**src/rtl/bmult_sched_pkg.sv**
```systemverilog
`default_nettype none
// ============================================================================
// Module   : bmult_sched_pkg
// Brief    : Shared types, widths and the round-robin pick function used by
//            the Bmult30x30 scheduler and its arbiter.
// Revision : 1.0 - initial release
// ============================================================================
package bmult_sched_pkg;

    localparam int OP_W       = 30;
    localparam int PROD_W     = 60;
    // Upper bound on requesters; tags and pick vectors are sized for it so
    // the package stays independent of any one instance's NREQ.
    localparam int c_max_req  = 16;
    localparam int c_tag_id_w = 4;

    typedef struct packed {
        logic                  v;
        logic [c_tag_id_w-1:0] id;
    } tag_t;

    // One-hot grant for the first set bit of valid[0..n-1], searching
    // upward from ptr and wrapping at n.
    function automatic logic [c_max_req-1:0] rr_pick(
        input logic [c_max_req-1:0]  valid,
        input logic [c_tag_id_w-1:0] ptr,
        input int                    n
    );
        logic [c_max_req-1:0] pick;
        logic                 found;
        int                   idx;
        pick  = '0;
        found = 1'b0;
        for (int k = 0; k < c_max_req; k++) begin
            idx = (int'(ptr) + k) % n;
            if ((k < n) && !found && valid[idx]) begin
                pick[idx] = 1'b1;
                found     = 1'b1;
            end
        end
        return pick;
    endfunction

endpackage
`default_nettype wire

```
**src/rtl/bmult_rr_arbiter.sv**
```systemverilog
`default_nettype none
// ============================================================================
// Module   : bmult_rr_arbiter
// Brief    : Combinational round-robin pick plus the rotating priority
//            pointer. Reusable in front of any single shared arithmetic unit.
// Revision : 1.0 - initial release
// ============================================================================
module bmult_rr_arbiter
    import bmult_sched_pkg::*;
#(
    parameter int NREQ = 4,
    parameter int ID_W = $clog2(NREQ)
) (
    input  logic            clk,
    input  logic            rst,
    input  logic [NREQ-1:0] i_valid,
    output logic [NREQ-1:0] o_grant,
    output logic [ID_W-1:0] o_grant_id,
    output logic            o_grant_any
);

    logic [ID_W-1:0]       r_ptr;
    logic [c_max_req-1:0]  w_valid_ext;
    logic [c_max_req-1:0]  w_pick;
    logic [c_tag_id_w-1:0] w_ptr_ext;
    logic                  w_any;

    // Pick the winner; grants are forced off while reset is held.
    always_comb begin
        w_valid_ext             = '0;
        w_valid_ext[NREQ-1:0]   = i_valid;
        w_ptr_ext               = '0;
        w_ptr_ext[ID_W-1:0]     = r_ptr;
        w_pick                  = rr_pick(w_valid_ext, w_ptr_ext, NREQ);
        w_any                   = (|w_pick) & ~rst;
        o_grant                 = rst ? '0 : w_pick[NREQ-1:0];
        o_grant_id              = '0;
        for (int i = 0; i < NREQ; i++) begin
            if (w_pick[i]) begin
                o_grant_id = ID_W'(i);
            end
        end
    end

    assign o_grant_any = w_any;

    // Move priority to the requester after the winner; hold when idle.
    always_ff @(posedge clk) begin
        if (rst) begin
            r_ptr <= '0;
        end else if (w_any) begin
            r_ptr <= (o_grant_id == ID_W'(NREQ - 1)) ? '0 : o_grant_id + ID_W'(1);
        end
    end

endmodule
`default_nettype wire

```
**src/rtl/bmult_rr_scheduler.sv**
```systemverilog
`default_nettype none
// ============================================================================
// Module   : bmult_rr_scheduler
// Brief    : Shares one pipelined Bmult30x30 multiplier among NREQ
//            requesters. Round-robin issue, ID tags travel alongside the
//            multiplier pipeline, registered product returned to the issuer.
//            Optional per-requester grant counters: define BMULT_RR_STATS_EN.
// Revision : 1.0 - initial release
// ============================================================================
module bmult_rr_scheduler
    import bmult_sched_pkg::*;
#(
    parameter int NREQ     = 4,
    parameter int MULT_LAT = 2,
    parameter int ID_W     = $clog2(NREQ)
) (
    input  logic                 clk,
    input  logic                 rst,
    input  logic [NREQ-1:0]      req_valid,
    input  logic [NREQ*OP_W-1:0] req_a,
    input  logic [NREQ*OP_W-1:0] req_b,
    output logic [NREQ-1:0]      req_ready,
    output logic [OP_W-1:0]      mult_a,
    output logic [OP_W-1:0]      mult_b,
    input  logic [PROD_W-1:0]    mult_p,
    output logic [NREQ-1:0]      res_valid,
    output logic [ID_W-1:0]      res_id,
    output logic [PROD_W-1:0]    res_p,
`ifdef BMULT_RR_STATS_EN
    input  logic                 stats_clr,
    output logic [NREQ*16-1:0]   grant_cnt,
`endif
    output logic                 busy
);

    logic [NREQ-1:0]       w_grant;
    logic [ID_W-1:0]       w_grant_id;
    logic                  w_grant_any;
    logic [OP_W-1:0]       w_sel_a;
    logic [OP_W-1:0]       w_sel_b;

    logic [OP_W-1:0]       r_mult_a;
    logic [OP_W-1:0]       r_mult_b;
    logic                  r_issue_v;
    logic [c_tag_id_w-1:0] r_issue_id;

    tag_t                  r_tag [MULT_LAT];
    tag_t                  w_tail;
    logic                  w_tag_any;
    logic [NREQ-1:0]       w_res_onehot;

    logic [NREQ-1:0]       r_res_valid;
    logic [ID_W-1:0]       r_res_id;
    logic [PROD_W-1:0]     r_res_p;

    bmult_rr_arbiter #(
        .NREQ (NREQ),
        .ID_W (ID_W)
    ) u_arb (
        .clk         (clk),
        .rst         (rst),
        .i_valid     (req_valid),
        .o_grant     (w_grant),
        .o_grant_id  (w_grant_id),
        .o_grant_any (w_grant_any)
    );

    // The grant only ever lands on a valid requester, so grant == handshake.
    assign req_ready = w_grant;

    // Route the winner's operand pair toward the issue registers.
    always_comb begin
        w_sel_a = '0;
        w_sel_b = '0;
        for (int i = 0; i < NREQ; i++) begin
            if (w_grant[i]) begin
                w_sel_a = req_a[OP_W*i +: OP_W];
                w_sel_b = req_b[OP_W*i +: OP_W];
            end
        end
    end

    // Issue stage: operands hold when idle so the multiplier inputs stay quiet.
    always_ff @(posedge clk) begin
        if (rst) begin
            r_mult_a   <= '0;
            r_mult_b   <= '0;
            r_issue_v  <= 1'b0;
            r_issue_id <= '0;
        end else begin
            r_issue_v <= w_grant_any;
            if (w_grant_any) begin
                r_mult_a   <= w_sel_a;
                r_mult_b   <= w_sel_b;
                r_issue_id <= c_tag_id_w'(w_grant_id);
            end
        end
    end

    // Tag pipe: one stage per multiplier cycle so the tail lines up with mult_p.
    always_ff @(posedge clk) begin
        if (rst) begin
            for (int j = 0; j < MULT_LAT; j++) begin
                r_tag[j] <= '0;
            end
        end else begin
            r_tag[0] <= {r_issue_v, r_issue_id};
            for (int j = 1; j < MULT_LAT; j++) begin
                r_tag[j] <= r_tag[j-1];
            end
        end
    end

    // Tail decode and in-flight summary.
    always_comb begin
        w_tail    = r_tag[MULT_LAT-1];
        w_tag_any = 1'b0;
        for (int j = 0; j < MULT_LAT; j++) begin
            w_tag_any = w_tag_any | r_tag[j].v;
        end
        w_res_onehot = '0;
        for (int i = 0; i < NREQ; i++) begin
            w_res_onehot[i] = (w_tail.id == c_tag_id_w'(i));
        end
    end

    // Output stage: capture the product and strobe the owning requester.
    always_ff @(posedge clk) begin
        if (rst) begin
            r_res_valid <= '0;
            r_res_id    <= '0;
            r_res_p     <= '0;
        end else if (w_tail.v) begin
            r_res_valid <= w_res_onehot;
            r_res_id    <= w_tail.id[ID_W-1:0];
            r_res_p     <= mult_p;
        end else begin
            r_res_valid <= '0;
        end
    end

    assign mult_a    = r_mult_a;
    assign mult_b    = r_mult_b;
    assign res_valid = r_res_valid;
    assign res_id    = r_res_id;
    assign res_p     = r_res_p;
    assign busy      = r_issue_v | w_tag_any | (|r_res_valid);

`ifdef BMULT_RR_STATS_EN
    generate
        for (genvar gi = 0; gi < NREQ; gi++) begin : g_cnt
            logic [15:0] r_cnt;

            // Saturating handshake count; a clear with a grant restarts at 1.
            always_ff @(posedge clk) begin
                if (rst) begin
                    r_cnt <= '0;
                end else if (stats_clr) begin
                    r_cnt <= w_grant[gi] ? 16'd1 : 16'd0;
                end else if (w_grant[gi] && (r_cnt != 16'hFFFF)) begin
                    r_cnt <= r_cnt + 16'd1;
                end
            end

            assign grant_cnt[16*gi +: 16] = r_cnt;
        end
    endgenerate
`endif

endmodule
`default_nettype wire

```
**config.mk**
```make
export PLATFORM = sky130hd
export DESIGN_NAME = bmult_rr_scheduler
export DESIGN_NICKNAME = d
export VERILOG_FILES = /design/src/rtl/bmult_sched_pkg.sv /design/src/rtl/bmult_rr_arbiter.sv /design/src/rtl/bmult_rr_scheduler.sv
export SDC_FILE = /design/constraint.sdc
export NUM_CORES = 1
export LEC_CHECK = 0
export ABC_AREA = 1
export ABC_CLOCK_PERIOD_IN_PS = 6150
export CAP_MARGIN = 20
export CORE_AREA = 2 2 168 170
export CTS_CLUSTER_SIZE = 20
export DETAILED_ROUTE_END_ITERATION = 6
export DIE_AREA = 0 0 170 172
export SYNTH_ARGS = -nofsm -noshare
export SYNTH_HDL_FRONTEND = slang
export SYNTH_HIERARCHICAL = 1
export SYNTH_SLANG_ARGS = --single-unit
```
**constraint.sdc**
```tcl
create_clock -name clk -period 6.15 [get_ports clk]
set_input_delay 1.23 -clock clk [delete_from_list [all_inputs] [get_ports clk]]
set_output_delay 1.23 -clock clk [all_outputs]
set_load 0.01 [all_outputs]
```
Word-level counts from Yosys, hierarchy flattened
Memory sizes are Yosys's and may differ from the RTL's.
Cells that the tools add are included.

cells by class
  add/subtract/negate cells = 4
  magnitude comparators = 8
  equal/unequal tests = 4
  multiplexer cells = 44
  bitwise gates (word level) = 14
  reductions and logical operators = 17

operators by type and width
  cell                                                                    number
  30-bit two-way mux                                                      8
  16-bit two-way mux                                                      3
  16-bit OR                                                               3
  3-bit by 6-bit < comparator with 1-bit output (second input constant)   3
  1-bit two-way mux                                                       18
  16-bit OR reduction                                                     1
  5-bit two-way mux                                                       2
  1-bit binary-select mux with 3-bit select                               3
  1-bit demux with 3-bit select                                           3
  3-bit by 1-bit >= comparator with 1-bit output (second input constant)  3
  4-bit by 2-bit == test with 1-bit output (second input constant)        2
  4-bit two-way mux                                                       2
  2-bit OR reduction                                                      4
  1-bit logical AND                                                       7
  2-bit two-way mux                                                       3
  2-bit by 5-bit < comparator with 1-bit output (second input constant)   1
  1-bit OR                                                                5
  2-bit by 1-bit adder with 2-bit output (second input constant)          2
  2-bit adder (second input constant)                                     2
  4-bit by 1-bit == test with 1-bit output (second input constant)        1
  4-bit logical NOT                                                       1
  4-bit OR reduction                                                      1
  1-bit bitwise AND (first input constant)                                3
  1-bit logical NOT                                                       3
  6 further kinds                                                         7

storage, ports and cells
  flip-flop bits (word level) = 131
  RAM bits = 10
  output and inout port bits = 131
  word-level logic and storage cells = 100
  memories = 1

memories
  name   words  bits a word  read ports  clocked after memory_dff  write ports  line                      source
  r_tag  2      5            2           0                         2            bmult_rr_scheduler.sv:47  tag_t r_tag [MULT_LAT];

Logic depth before layout (Yosys ltp)
Gate-level depths: netlist of run 1.

  depth in word-level cells = 19
  gate-level depth with buffers = 19
  depth with buffers taken out = 17

Modules after synthesis
The synthesis of run 1 kept the hierarchy.

by module, submodules not included
  module              times used  cells an instance  area an instance (um^2)  sequential area each (um^2)
  bmult_rr_scheduler  1           1093               7792.5                   2702.6
  bmult_rr_arbiter    1           97                 594.3                    40.0

Worst setup path before layout of run 1
OpenSTA, ideal clock, no wires.

  path type = input to output
  start point = in req_valid[3]
  end point = out req_ready[3]
  arrival time = 2262 ps
  data required time = 4920 ps
  setup slack = 2658 ps
  cell stages on the path = 9
  path through = nand2_1 nand3_4 nand2_4 nand2_4 nor2_4 nand2_1 nand3_4 inv_1 nor2_1

on the way
  longest elaborated chain between the ends = 13
  elaborated cells on any way between the ends = 28
  those cells by class = mux: 19; bitwise: 3; reduce/logical: 6

RTL lines
  item                                       line                      source
  start, declared                            bmult_rr_scheduler.sv:19  input logic [NREQ-1:0] req_valid,
  1-bit binary-select mux with 2-bit select  bmult_sched_pkg.sv:36     if ((k < n) && !found && valid[idx]) begin
  1-bit two-way mux (implied by the code)    bmult_sched_pkg.sv:36
  1-bit two-way mux                          bmult_sched_pkg.sv:36
  1-bit logical NOT                          bmult_sched_pkg.sv:36
  1-bit logical AND                          bmult_sched_pkg.sv:36
  1-bit two-way mux                          bmult_sched_pkg.sv:36
  1-bit logical NOT                          bmult_sched_pkg.sv:36
  1-bit logical AND                          bmult_sched_pkg.sv:36
  1-bit two-way mux                          bmult_sched_pkg.sv:36
  1-bit logical NOT                          bmult_sched_pkg.sv:36
  1-bit logical AND                          bmult_sched_pkg.sv:36
  16-bit two-way mux *                       bmult_sched_pkg.sv:36
  4-bit two-way mux *                        bmult_rr_arbiter.sv:36    o_grant = rst ? '0 : w_pick[NREQ-1:0];
  end, declared                              bmult_rr_scheduler.sv:22  output logic [NREQ-1:0] req_ready,

Mark *: on every way between the ends. The rest lies on a longest branch, timed or not. The select of a mux whose other input is x is not followed.

Worst setup path after layout of run 1
  start point = in req_valid[2]
  end point = out req_ready[0]

The elaborated chain is that of the path after synthesis.

==> results of run 1 <==
## through the flow
step	area [um2]	power, mW	worst slack [ns]	util, %
after floorplan	8390	3.35	2.66	-
after global placement	12400	4.14	1.49	45.2
after detailed placement	12400	4.16	1.51	45.3
after CTS	13000	5.19	1.50	47.3
after global routing	13000	5.53	1.34	47.3
final	13000	5.11	1.51	47.4
## cells in the mapped netlist
library cell and number:
inv_1 84, clkbuf_8 35, nor2_1 132, buf_6 5, nand3_1 21, a21oi_1 123
buf_2 18, nand2_1 386, nand3b_1 1, dlymetal6s2s_1 2, o21ai_0 63, o22a_1 2
nand3_4 3, inv_2 6, nor4_1 1, nor2_4 2, nor3_1 4, dfxtp_1 137
nand2_4 3, nor2_2 1, nand4_1 1, clkbuf_1 11, ha_1 6, nand2_2 2
clkbuf_4 1, nand3_2 63, buf_4 7, buf_12 6, inv_12 1, clkinv_1 1
a31oi_1 1, a21oi_2 61
## per-layer routing
metal / vias to the layer above / routed length [um] / track usage (%)
met5: - / 25 / 0
li1: 4546 / - / -
met1: 3991 / 13400 / 24.7
met3: 37 / 2600 / 6.25
met4: 4 / 642 / 6.99
met2: 329 / 16300 / 37.3
## worst max-delay path: stages
cell and delay [ns]:
clkdlybuf4s50_1 0.54, inv_1 0.06, nand2_1 0.08, nand3_1 0.10
nand2_1 0.07, nand2_1 0.07, nor2_4 0.13, nand2_1 0.07
nand3b_1 0.12, inv_1 0.08, nor2_4 0.24, clkdlybuf4s50_1 0.61
## state kept, by name (all words and copies together), names as in the netlist
register,count
mult_a,30
mult_b,30
r_issue_id,2
r_issue_v,1
r_tag,6
res_id,2
res_p,60
res_valid,4
u_arb/r_ptr,2
## cell usage in the layout (no fill, tap or decap), types with 12 or more instances in the layout
master           count
o21ai_0             63
nor2_1             129
buf_4               12
inv_1               84
nand2_1            386
nand3_2             63
dfxtp_1            137
clkbuf_16           17
a21oi_1            123
clkdlybuf4s50_1    435
nand3_1             21
a21oi_2             61
## cell type report
| cell class | count | area, um2 |
|---|---|---|
| inverters | 92 | 359 |
| diodes | 4 | 10.0 |
| clock buffers | 18 | 429 |
| well taps | 346 | 433 |
| clock inverters | 14 | 125 |
| flip-flops and latches | 137 | 2740 |
| multi-input cells | 876 | 4450 |
| fillers | 2768 | 14500 |
| repair buffers | 448 | 4460 |
## how the worst max path moves through the flow
| stage | startpoint | endpoint | slack [ns] | depth (start not counted) |
|---|---|---|---|---|
| after global routing | req_valid[2] | req_ready[0] | 1.34 | 12 |
| after detailed placement | req_valid[2] | req_ready[0] | 1.51 | 12 |
| final | req_valid[2] | req_ready[0] | 1.51 | 12 |
| after floorplan | req_valid[3] | req_ready[3] | 2.66 | 9 |
| after CTS | req_valid[2] | req_ready[0] | 1.50 | 12 |
| after global placement | req_valid[2] | mult_a[9] | 1.49 | 17 |
## kinds of logic after synthesis
kind of cell,count (synthesis),share of synthesized area (%)
AND/OR/NAND/NOR,620,34.0
AO/OA/AOI/OAI,250,17.8
flip-flops,137,32.7
buffers and inverters,177,14.7
adder cells (fa/ha/maj),6,0.895
## report_power, final
group	switching, mW	total [mW]	internal (mW)
logic	1.76	2.91	1.15
registers	0.113	1.21	1.09
clock network	0.458	0.990	0.532
total	2.33	5.11	2.78
==> run_results.csv, run 1 <==
group,metric,value,unit
global_routing,grt_pass1_vias,8417,
cells_and_area,layout-drive-gt1-share,12.0,%
die,start_util,30.5,%
sta,slew_viol_final,0,
die,coreArea,0.0275,mm2
pwr,vdd_drop_max,232,uV
hold_path,hp-start,"r_tag[0][1]",
clocking,cts_tree,"done",
drt,vias_per_cell,4.60,
die,rows,61,
pwr,leakage,5.51,nW
die,die_area,0.0292,mm2
clocking,clk_latency,0.43,ns
clocking,holdBufCountCts,0,
yosys,synth_top_area_share,32.7,%
sta,period_needed,4.64,ns
global_routing,grt_start_max_net_pins,80,
placement,globalplace.congestion,0.847,
sta,timing.hold.ws,0.409,ns
sta,tightest_slew,0.981,ns
setup_path,cp.arrival,3.41,ns
sta,relSlewSlack,34.6,%
global_routing,antenna_found_initial,5,
drt,firstDrtPassIters,4,
placement,placed_cells,1899,
setup_path,crit_path_end_kind,"output pin",
yosys,synth_seq_cells,137,
clocking,cts_num_sinks,137,
setup_path,r2r-start,"u_arb/r_ptr[0]",
setup_path,required,4.92,ns
sta,fin_setup_tns,0,ns
yosys,netlist_area,0.00839,mm2
drt,dr_total_vias,8907,
clocking,cts_resized,0,
setup_path,rr_endpoint,"mult_b[5]",
clocking,cts_max_path_buffers,2,
global_routing,grt_overflow_total,0,
hold_path,min_path_type,"reg -> reg",
die,chipWidth,170,um
yosys,ys_types,32,
yosys,syn-num-nets,1502,
setup_path,reg2reg_setup_slack,2.35,ns
setup_path,criticalPathCategory,"in -> out",
drt,wl_per_cell,17.0,um
global_routing,grt_pass1_wl,47300,um
cells_and_area,area_delta_synth_final,55.2,%
sta,fin_skew,0.0176,ns
cells_and_area,fin_nets,1884,
pwr,powerDensity,393,mW/mm2
yosys,avgSynthCellArea,7.05,um2
drt,routed_wl,32900,um
cells_and_area,fin_cells,1935,
drt,ant_nets,0,
placement,post-dp-hpwl,24400,um
setup_path,r2r_cells,18,
drt,drc,0,
setup_path,worst_setup_path_start_kind,"input port",
yosys,syn_inst,1190,
clocking,cts-root-buf,"clkbuf_16",
die,ios,437,
clocking,post-cts-setup-buffers,0,
global_routing,gr-usage-all-layers,21.2,%
yosys,ys_seq_area_share,32.7,%
run_status,outcome,"finished clean",
clocking,path_clk_slew,0.06,ns
sta,finalSetupViolations,0,
sta,finalCritPeriodShare,75.4,%
setup_path,critPathMaxFanout,7,
clocking,cts_buffers,17,
clocking,h-tree-depth,4,
sta,rsz0062_at_grt,"false",
placement,port_buffers,436,
sta,fmax,216,MHz
die,die_y,172,um
drt,drtIter0Drc,360,
yosys,ys_top_cells_by_area,"dfxtp_1 (33%), nand2_1 (17%), nand3_2 (7.5%)",
yosys,yosysWarnings,6,
flow_run,cap_violations,0,
yosys,synth_top_cell_by_area,"dfxtp_1",
hold_path,hold_path_end,"r_tag[0][6]",
hold_path,hold_depth,2,
sta,hold_viol,0,
No activity file was read; power rests on OpenSTA's default activity.
==> inputs of run 2 (changes only) <==
--- a/config.mk
+++ b/config.mk
@@ -6,12 +6,12 @@
 export NUM_CORES = 1
 export LEC_CHECK = 0
 export ABC_AREA = 1
-export ABC_CLOCK_PERIOD_IN_PS = 6150
+export ABC_CLOCK_PERIOD_IN_PS = 4500
 export CAP_MARGIN = 20
-export CORE_AREA = 2 2 168 170
+export CORE_AREA = 2 2 169 171
 export CTS_CLUSTER_SIZE = 20
 export DETAILED_ROUTE_END_ITERATION = 6
-export DIE_AREA = 0 0 170 172
+export DIE_AREA = 0 0 171 173
 export SYNTH_ARGS = -nofsm -noshare
 export SYNTH_HDL_FRONTEND = slang
 export SYNTH_HIERARCHICAL = 1
==> constraint.sdc (replaced) <==
create_clock -name clk -period 4.5 [get_ports clk]
set_input_delay 0.9 -clock clk [delete_from_list [all_inputs] [get_ports clk]]
set_output_delay 0.9 -clock clk [all_outputs]
set_load 0.01 [all_outputs]
==> run 2 against run 1 <==
Compared with the run above:
- largest power group unchanged
- die area up 1.2%
- clock skew down 0.0044 ns
- global-route usage up 0.36 points
- critical path depth unchanged
- first-iteration DRC count down 15%
- worst setup slack worse by 1.0 ns
- combinational power up 37%
- power up 39%
- register-to-register slack worse by 1.5 ns
==> run_results.csv, run 2 (same netlist as run 1, synthesis figures left out) <==
group,metric,value,unit
pwr,powerDensity,541,mW/mm2
drt,drtIter0Drc,306,
cells_and_area,final_core_util,47.5,%
cells_and_area,area_delta_synth_final,56.3,%
clocking,cts-root-buf,"clkbuf_16",
clocking,post-cts-setup-buffers,0,
die,start_util,30.4,%
setup_path,cp.arrival,3.11,ns
drt,routed_wl,32800,um
pwr,vdd_drop_max,420,uV
pwr,finalPower,7.09,mW
setup_path,crit_path_end_kind,"output pin",
clocking,h-tree-depth,4,
cells_and_area,fillers,2821,
cells_and_area,layout_common_cells,"clkdlybuf4s50_1 (435), nand2_1 (386), dfxtp_1 (136)",
cells_and_area,fin_cells,1967,
sta,timing.hold.ws,0.403,ns
setup_path,crit_slowest_cell,"dfxtp_1",
placement,pre_cts_ws,0.582,ns
placement,globalplace.congestion,0.917,
die,chipWidth,171,um
setup_path,max_stage_delay,0.60,ns
sta,tightest_slew,1.09,ns
die,ios,437,
clocking,cts_max_path_buffers,2,
setup_path,reg2reg_setup_slack,0.81,ns
sta,fmax,250,MHz
cells_and_area,fin_nets,1885,
clocking,cts_tree,"done",
placement,port_buffers,436,
setup_path,criticalPathCategory,"reg -> out",
sta,relSlewSlack,27.1,%
setup_path,crit_chain,"inv_2, ha_1, inv_1, nand3_1, nand2_1, nand2_4, nor2_4, nand2_1, nand3_4, inv_1, nor2_4, clkdlybuf4s50_1",
sta,slew_viol_final,0,
global_routing,grt_pass1_vias,8725,
drt,vias_per_cell,4.57,
flow_run,cap_violations,0,
clocking,cts_num_sinks,137,
global_routing,grt_start_max_net_pins,67,
setup_path,required,3.60,ns
cells_and_area,layout-drive-gt1-share,12.2,%
drt,ant_nets,0,
die,coreArea,0.0276,mm2
drt,firstDrtPassIters,5,
global_routing,grt_overflow_total,0,
setup_path,crit_buf_inv,4,
setup_path,cpLargestDelayFamily,"buffers and inverters",
placement,placed_cell_area,0.0125,mm2
pwr,leakage,5.54,nW
sta,worst_slack,0.492,ns
sta,period_needed,4.01,ns
hold_path,min_path_type,"reg -> reg",
cells_and_area,largest_register_ffs,60,
clocking,clk_latency,0.42,ns
pwr,switching_share,44.9,%
clocking,cts_buffers,17,
pwr,share_comb_of_total_power,56.4,%
run_status,outcome,"finished clean",
global_routing,gr-usage-all-layers,21.5,%
drt,drc,0,
setup_path,worst_setup_path_start_kind,"flop",
clocking,path_clk_slew,0.06,ns
pwr,seqPwrFrac,23.4,%
pwr,switchingPower,3.19,mW
sta,rsz0062_at_grt,"false",
clocking,holdBufCountCts,0,
sta,finalCritPeriodShare,89.1,%
sta,finalSetupViolations,0,
drt,wl_per_cell,16.7,um
die,die_y,173,um
global_routing,grt_pass1_wl,49600,um
die,rows,61,
sta,fin_skew,0.0132,ns
die,die_area,0.0296,mm2
sta,fin_setup_tns,0,ns
pwr,intPower,3.91,mW
placement,placed_cells,1932,
setup_path,critPathMaxFanout,11,
pwr,power_frac_clock,20.2,%
drt,dr_total_vias,8988,
cells_and_area,fin_area,0.0131,mm2
cells_and_area,layout_commonest_cell,"clkdlybuf4s50_1",
clocking,cts_resized,0,
global_routing,antenna_found_initial,4,
sta,hold_viol,0,
placement,post-dp-hpwl,24100,um
-- run 2: cell type report --
type | instances | area, um2 | share of cell area [%]
clock inverters | 14 | 155 | 1.18
inverters | 92 | 359 | 2.74
diodes | 3 | 7.51 | 0.0573
clock buffers | 18 | 439 | 3.35
multi-input cells | 876 | 4450 | 33.9
well taps | 378 | 473 | 3.61
flip-flops and latches | 137 | 2740 | 20.9
repair buffers | 449 | 4480 | 34.2
-- run 2: path summary, 6_finish.rpt --
path	start	cells past startpoint	end
worst max-delay path	u_arb/r_ptr[0]	12	req_ready[3]
worst min-delay path	r_tag[0][1]	2	r_tag[0][6]
worst max register to register	u_arb/r_ptr[0]	17	mult_a[10]
worst min register to register	r_tag[0][1]	2	r_tag[0][6]
-- run 2: worst min-delay path: cells and delay by family (launching register included) --
family | cells | cell delay (ns)
and+or+nand+nor | 1 | 0.03
buffers and inverters | 1 | 0.04
DFF | 1 | 0.30
-- run 2: power by group through the flow --
stage                     clock, mW  combinational (mW)  sequential, mW
after detailed placement          0                4.00            1.68
after CTS                      1.47                4.02            1.66
after global placement            0                3.99            1.68
after floorplan                   0                2.80            1.78
final                          1.43                4.00            1.66
after global routing           1.52                4.45            1.70
-- run 2: layer usage --
| metal | share of wire [%] | track usage (%) | routed length [um] | vias to the layer above |
|---|---|---|---|---|
| li1 | - | - | - | 4551 |
| met1 | 41 | 25.4 | 13400 | 4063 |
| met2 | 47 | 36.4 | 15500 | 336 |
| met3 | 9.3 | 7.76 | 3040 | 38 |
| met4 | 2.4 | 6.57 | 789 | 0 |
| met5 | 0 | 0 | 0 | - |
==> RTL edit 1 (config.mk and constraints of run 2) <==
`OP_W`: 30 -> 22.
--- a/src/rtl/bmult_sched_pkg.sv
+++ b/src/rtl/bmult_sched_pkg.sv
@@ -7,7 +7,7 @@
 // ============================================================================
 package bmult_sched_pkg;
 
-    localparam int OP_W       = 30;
+    localparam int OP_W       = 22;
     localparam int PROD_W     = 60;
     // Upper bound on requesters; tags and pick vectors are sized for it so
     // the package stays independent of any one instance's NREQ.
Interface: changed (resized mult_a, mult_b, req_a and req_b); port bits go from 437 to 357. The function was not compared with the original's and may differ.
==> RTL edit 1 against run 2 <==
- final area decreased by 16%
- wire length decreased by 23%
- clock skew decreased by 0.0017 ns
- power decreased by 17%
- sequential cell count decreased by 16
- area after synthesis decreased by 20%
- worst setup slack improved by 0.12 ns
==> RTL edit 1: results (changes against run 2) <==
stage,metric,value,unit,change
run_status,status,"finished, final reports clean",,
drt,vias_per_cell,4.37,,-4.5%
drt,wl_per_cell,14.9,um,-10%
grt,met2_usage,27.5,%,-8.8 points
grt,met3_usage,7.12,%,-0.64 points
worst_setup_path,max_stage_delay,0.58,ns,-0.02 ns
drt,drt_pass1_iterations,4,,-1
min_path,hold_start,r_tag[0][1]$_SDFF_PP0_,,
power_and_ir_drop,internal-power,0.00329,W,-16%
worst_setup_path,crit_family,buffers and inverters,,
cells_and_area,drive_gt1_share,11.4,%,-0.79 points
worst_setup_path,cp_data_arrival_time,2.99,ns,-0.12 ns
worst_setup_path,r2r_start,u_arb/r_ptr[0]$_SDFFE_PP0P_,,
grt,track_usage,16.3,%,-5.3 points
placed_design,place_ws,0.560,ns,-0.0217 ns
yosys,ys_top_cells_by_count,"nand2_1, nor2_1, dfxtp_1",,
grt,grt_use_met1,18.4,%,-7.0 points
worst_setup_path,r2r_slack,0.97,ns,+0.16 ns
power_and_ir_drop,power.leakage,4.61,nW,-17%
yosys,synthAdderAreaFrac,1.11,%,+0.22 points
grt,grt_max_degree,92,,+37%
yosys,synth_cell_type_count,31,,-3.1%
cells_and_area,final_nets,1544,,-18%
power_and_ir_drop,peakVddDrop,0.352,mV,-16%
yosys,synth_seq_area_share,36.0,%,+3.3 points
grt,antenna_found_initial,0,,-4
sta,finClkSkew,0.0115,ns,-0.00168 ns
placed_design,dp_hpwl,17900,um,-26%
grt,grt_pass1_vias,7102,,-19%
yosys,syn_nets,1228,,-18%
yosys,synth.area.top_cells,"dfxtp_1, nand2_1, nor2_1",,
placed_design,placed_cell_area,10400,um2,-17%
power_and_ir_drop,p_seq,0.00144,W,-13%
yosys,yosysWarnings,6,,unchanged
sta,holdWs,0.396,ns,-0.00689 ns
power_and_ir_drop,comb_cell_power,0.00311,W,-22%
yosys,synth_compound_area_share,17.5,%,-0.27 points
cts,cts_setup_buffers,0,,unchanged
placed_design,port_buffers,356,,-18%
sta,relSlewSlack,35.2,%,+8.1 points
worst_setup_path,rr_endpoint,mult_a[2]$_SDFFE_PP0P_,,
==> RTL edit 1: cell types whose count changed after synthesis, moves of 19 or more <==
cell,delta
clkbuf_8,-35
a21oi_2,-19
nand3_2,-20
a21oi_1,-29
nand2_1,-96
==> RTL edit 1: per-layer routing <==
layer | wire (um) | vias to the layer above | share of wire [%]
met1 | 10600 | 3296 | 42
met2 | 11600 | 299 | 46
met5 | 0 | - | 0
met4 | 419 | 0 | 1.7
li1 | - | 3746 | -
met3 | 2630 | 23 | 10
==> RTL edit 1: worst min-delay path: stages (launching register included) <==
cell	delay (ns)
dfxtp_1	0.29
inv_1	0.04
nor2_1	0.03
==> RTL edit 1: per-stage QoR <==
step	instances	util, %	total power (W)
5_1_grt	1687	39.7	0.00633
6_report	1687	39.7	0.00585
3_5_place_dp	1655	37.7	0.00461
2_1_floorplan	980	-	0.00355
4_1_cts	1687	39.7	0.00596
3_3_place_gp	1655	37.7	0.00460
==> RTL edit 1: cells by family (layout without fill, tap and decap cells) <==
kind of cell,Yosys count,in the layout
AND/OR/NAND/NOR,508,508
AO/OA/AOI/OAI,202,202
buffers and inverters,143,472
flip-flops,121,121
adder cells (fa/ha/maj),6,6
==> RTL edit 1: worst max path at each step <==
stage                                  end  slack, ns
floorplan                     req_ready[3]       1.73
global placement    mult_a[2]$_SDFFE_PP0P_       0.61
detailed placement  mult_a[2]$_SDFFE_PP0P_       0.56
CTS                           req_ready[3]       0.58
global route                  req_ready[3]       0.40
finish                        req_ready[0]       0.61
==> RTL edit 1: layout make-up <==
class | count | area share (%)
timing repair buffer | 364 | 33.1
tap | 378 | 4.31
sequential | 121 | 22.1
clock buffer | 18 | 3.91
clock inverter | 14 | 1.05
inverter | 76 | 2.71
multi-input combinational | 716 | 32.8
==> RTL edit 2 (config.mk and constraints of run 2) <==
Without the edit above. The option `BMULT_RR_STATS_EN` is turned on by a define.
--- a/src/rtl/bmult_rr_scheduler.sv
+++ b/src/rtl/bmult_rr_scheduler.sv
@@ -7,6 +7,8 @@
 //            Optional per-requester grant counters: define BMULT_RR_STATS_EN.
 // Revision : 1.0 - initial release
 // ============================================================================
+`define BMULT_RR_STATS_EN
+
 module bmult_rr_scheduler
     import bmult_sched_pkg::*;
 #(
Ports: changed (added grant_cnt and stats_clr); port bits go from 437 to 502. No check against the original RTL was run, so the function may have changed too.
==> RTL edit 2 against run 2 <==
- register-to-register slack improved by 0.07 ns
- largest cell class is now multi-input combinational cells
- sequential cell count grew 64
- core utilization grew 12 points
- wire length up 51%
- highest routed layer is now met5
- area after synthesis is 21% higher
- power rose by 17%
- via count increased by 38%
- critical endpoint is now req_ready[0]
- die area unchanged
- final area increased by 25%
- combinational power fell by 2%
- worst setup slack worse by 0.13 ns
- cell count increased by 21%
==> RTL edit 2: results (changes against run 2) <==
stage,metric,value,unit,change
run_status,status,"finished, final reports clean",,
drt,drtIter0Drc,927,,+200%
yosys,synth_cell_type_count,34,,+6.3%
cells_and_area,regMostFlops,g_cnt.r_cnt,,
placed_design,gp_congestion,0.945,,+3.1%
power_and_ir_drop,power.leakage,6.31,nW,+14%
worst_setup_path,critPathSlowestCell,clkdlybuf4s50_1,,
cts,clk_latency,0.55,ns,+0.13 ns
min_path,hold_path_depth,2,,unchanged
worst_setup_path,cp_data_arrival_time,3.24,ns,+0.13 ns
worst_setup_path,crit_family,buffers and inverters,,
yosys,syn_nets,1830,,+22%
cells_and_area,fill_cells,2622,,-7.1%
grt,grt_pass1_vias,11600,,+33%
worst_setup_path,path_max_fanout,10,,-1
sta,finClkSkew,0.0263,ns,+0.0131 ns
worst_setup_path,r2r_slack,0.88,ns,+0.07 ns
cells_and_area,final_nets,2284,,+21%
cts,cts-resized-gates,0,,unchanged
grt,grt_max_degree,67,,unchanged
grt,grt_pass1_wl,71200,um,+44%
cts,numCtsBuffers,25,,+8
worst_setup_path,r2r_start,u_arb/r_ptr[0]$_SDFFE_PP0P_,,
min_path,hold_class,flop to flop,,
yosys,synth_seq_area_share,39.8,%,+7.1 points
job,maxCapViolations,0,,unchanged
placed_design,placed_cell_area,15400,um2,+23%
placed_design,dp_hpwl,37300,um,+55%
worst_setup_path,rr_endpoint,mult_a[26]$_SDFFE_PP0P_,,
worst_setup_path,max_stage_delay,0.62,ns,+0.02 ns
cts,cts_setup_buffers,0,,unchanged
cells_and_area,largest_reg_flops,64,,+6.7%
cts,clk_pin_slew,0.06,ns,about the same
cts,clock_path_buffers,3,,+1
yosys,async_flop_share,0,%,unchanged
yosys,ys.flop_type,dfxtp_1,,
worst_setup_path,rr_worst_depth,18,,+1
cells_and_area,drive_gt1_share,5.14,%,-7.0 points
yosys,yosysWarnings,6,,unchanged
placed_design,place_ws,0.632,ns,+0.0503 ns
min_path,hold_start,r_issue_id[1]$_SDFFE_PP0P_,,
sta,tightest_slew,0.913,ns,-0.181 ns
min_path,whs_endpoint,r_tag[0][1]$_SDFF_PP0_,,
cts,cts_root_buf,clkbuf_16,,
yosys,ys_top_cells_by_count,"nand2_1, nor2_1, a21oi_1",,
grt,track_usage,31.6,%,+10 points
placed_design,port_buffers,501,,+15%
drt,drt_pass1_iterations,5,,unchanged
grt,antenna_found_initial,16,,+12
drt,vias_per_cell,5.22,,+14%
yosys,synth.area.top_cells,"dfxtp_1, a21oi_1, nand2_1",,
drt,wl_per_cell,20.8,um,+25%
cts,cts-htree-levels,1,,-3
power_and_ir_drop,peakVddDrop,0.513,mV,+22%
==> RTL edit 2: cell count changes in the layout (fill, tap and decap cells not counted), moves of 12 or more <==
cell	change
clkdlybuf4s50_1	+66
nand3_1	+46
nand3_2	-60
inv_1	-12
o21ai_0	+88
a21oi_2	-59
nand4_1	+12
o211ai_1	+60
nand2_1	-89
dfxtp_1	+64
o21ai_1	+14
nor2_1	+110
a21oi_1	+109
==> RTL edit 2: through the flow <==
step                      hold WS (ns)  utilization (%)  instances
after floorplan                  0.388                -       1513
after global placement           0.409             55.9       2318
after detailed placement         0.414             55.9       2318
after CTS                        0.421             59.1       2364
after global routing             0.444             59.2       2377
final                            0.419             59.2       2378
==> RTL edit 2: cell families after synthesis <==
kind of cell	after synthesis	synth area share, %
buf+inv	174	6.76
fa+ha+maj	10	1.24
compound gates	470	25.3
xor+xnor	4	0.346
simple gates	654	26.6
flops	201	39.8
==> RTL edit 2: how the worst max path moves through the flow <==
stage | from | to | slack [ns] | depth (start not counted)
2_1_floorplan | req_valid[3] | g_cnt[3].r_cnt[13]$_SDFFE_PP0P_ | 1.74 | 15
3_3_place_gp | req_valid[3] | req_ready[0] | 0.67 | 11
3_5_place_dp | req_valid[3] | req_ready[0] | 0.63 | 11
4_1_cts | u_arb/r_ptr[0]$_SDFFE_PP0P_ | req_ready[0] | 0.35 | 12
5_1_grt | u_arb/r_ptr[0]$_SDFFE_PP0P_ | req_ready[0] | 0.14 | 12
6_report | u_arb/r_ptr[0]$_SDFFE_PP0P_ | req_ready[0] | 0.36 | 12
==> RTL edit 2: layout make-up <==
class	count	area share (%)
well taps	378	2.89
diodes	14	0.214
inverters	82	1.89
flip-flops and latches	201	24.6
repair buffers	519	31.7
clock buffers	34	4.46
clock inverters	12	0.933
multi-input cells	1138	33.3
==> RTL edit 2: where the power goes <==
group	switching [W]	internal, W	leakage [nW]	total, W
combinational	0.00237	0.00157	4.23	0.00394
sequential	0.000172	0.00206	1.64	0.00223
clock	0.000833	0.00131	0.441	0.00214
==> RTL edit 2: worst reg2reg max path: cells and delay by family (launching register included) <==
kind,cells,cell delay [ns]
AOI/OAI and AO/OA,2,0.29
adders and majority gates,1,0.39
buffers and inverters,5,0.81
DFF,1,0.55
and+or+nand+nor,10,1.52
==> RTL edit 2: routing by layer <==
layer  wire [um]  global-route usage, %  part of all wire, %  vias to the layer above
li1            -                      -                    -                     5998
met1       19600                   38.4                   40                     5734
met2       23400                   52.4                   47                      574
met3        4600                   8.77                  9.3                       91
met4        1700                   12.8                  3.4                        6
met5          41                      0                0.083                        -
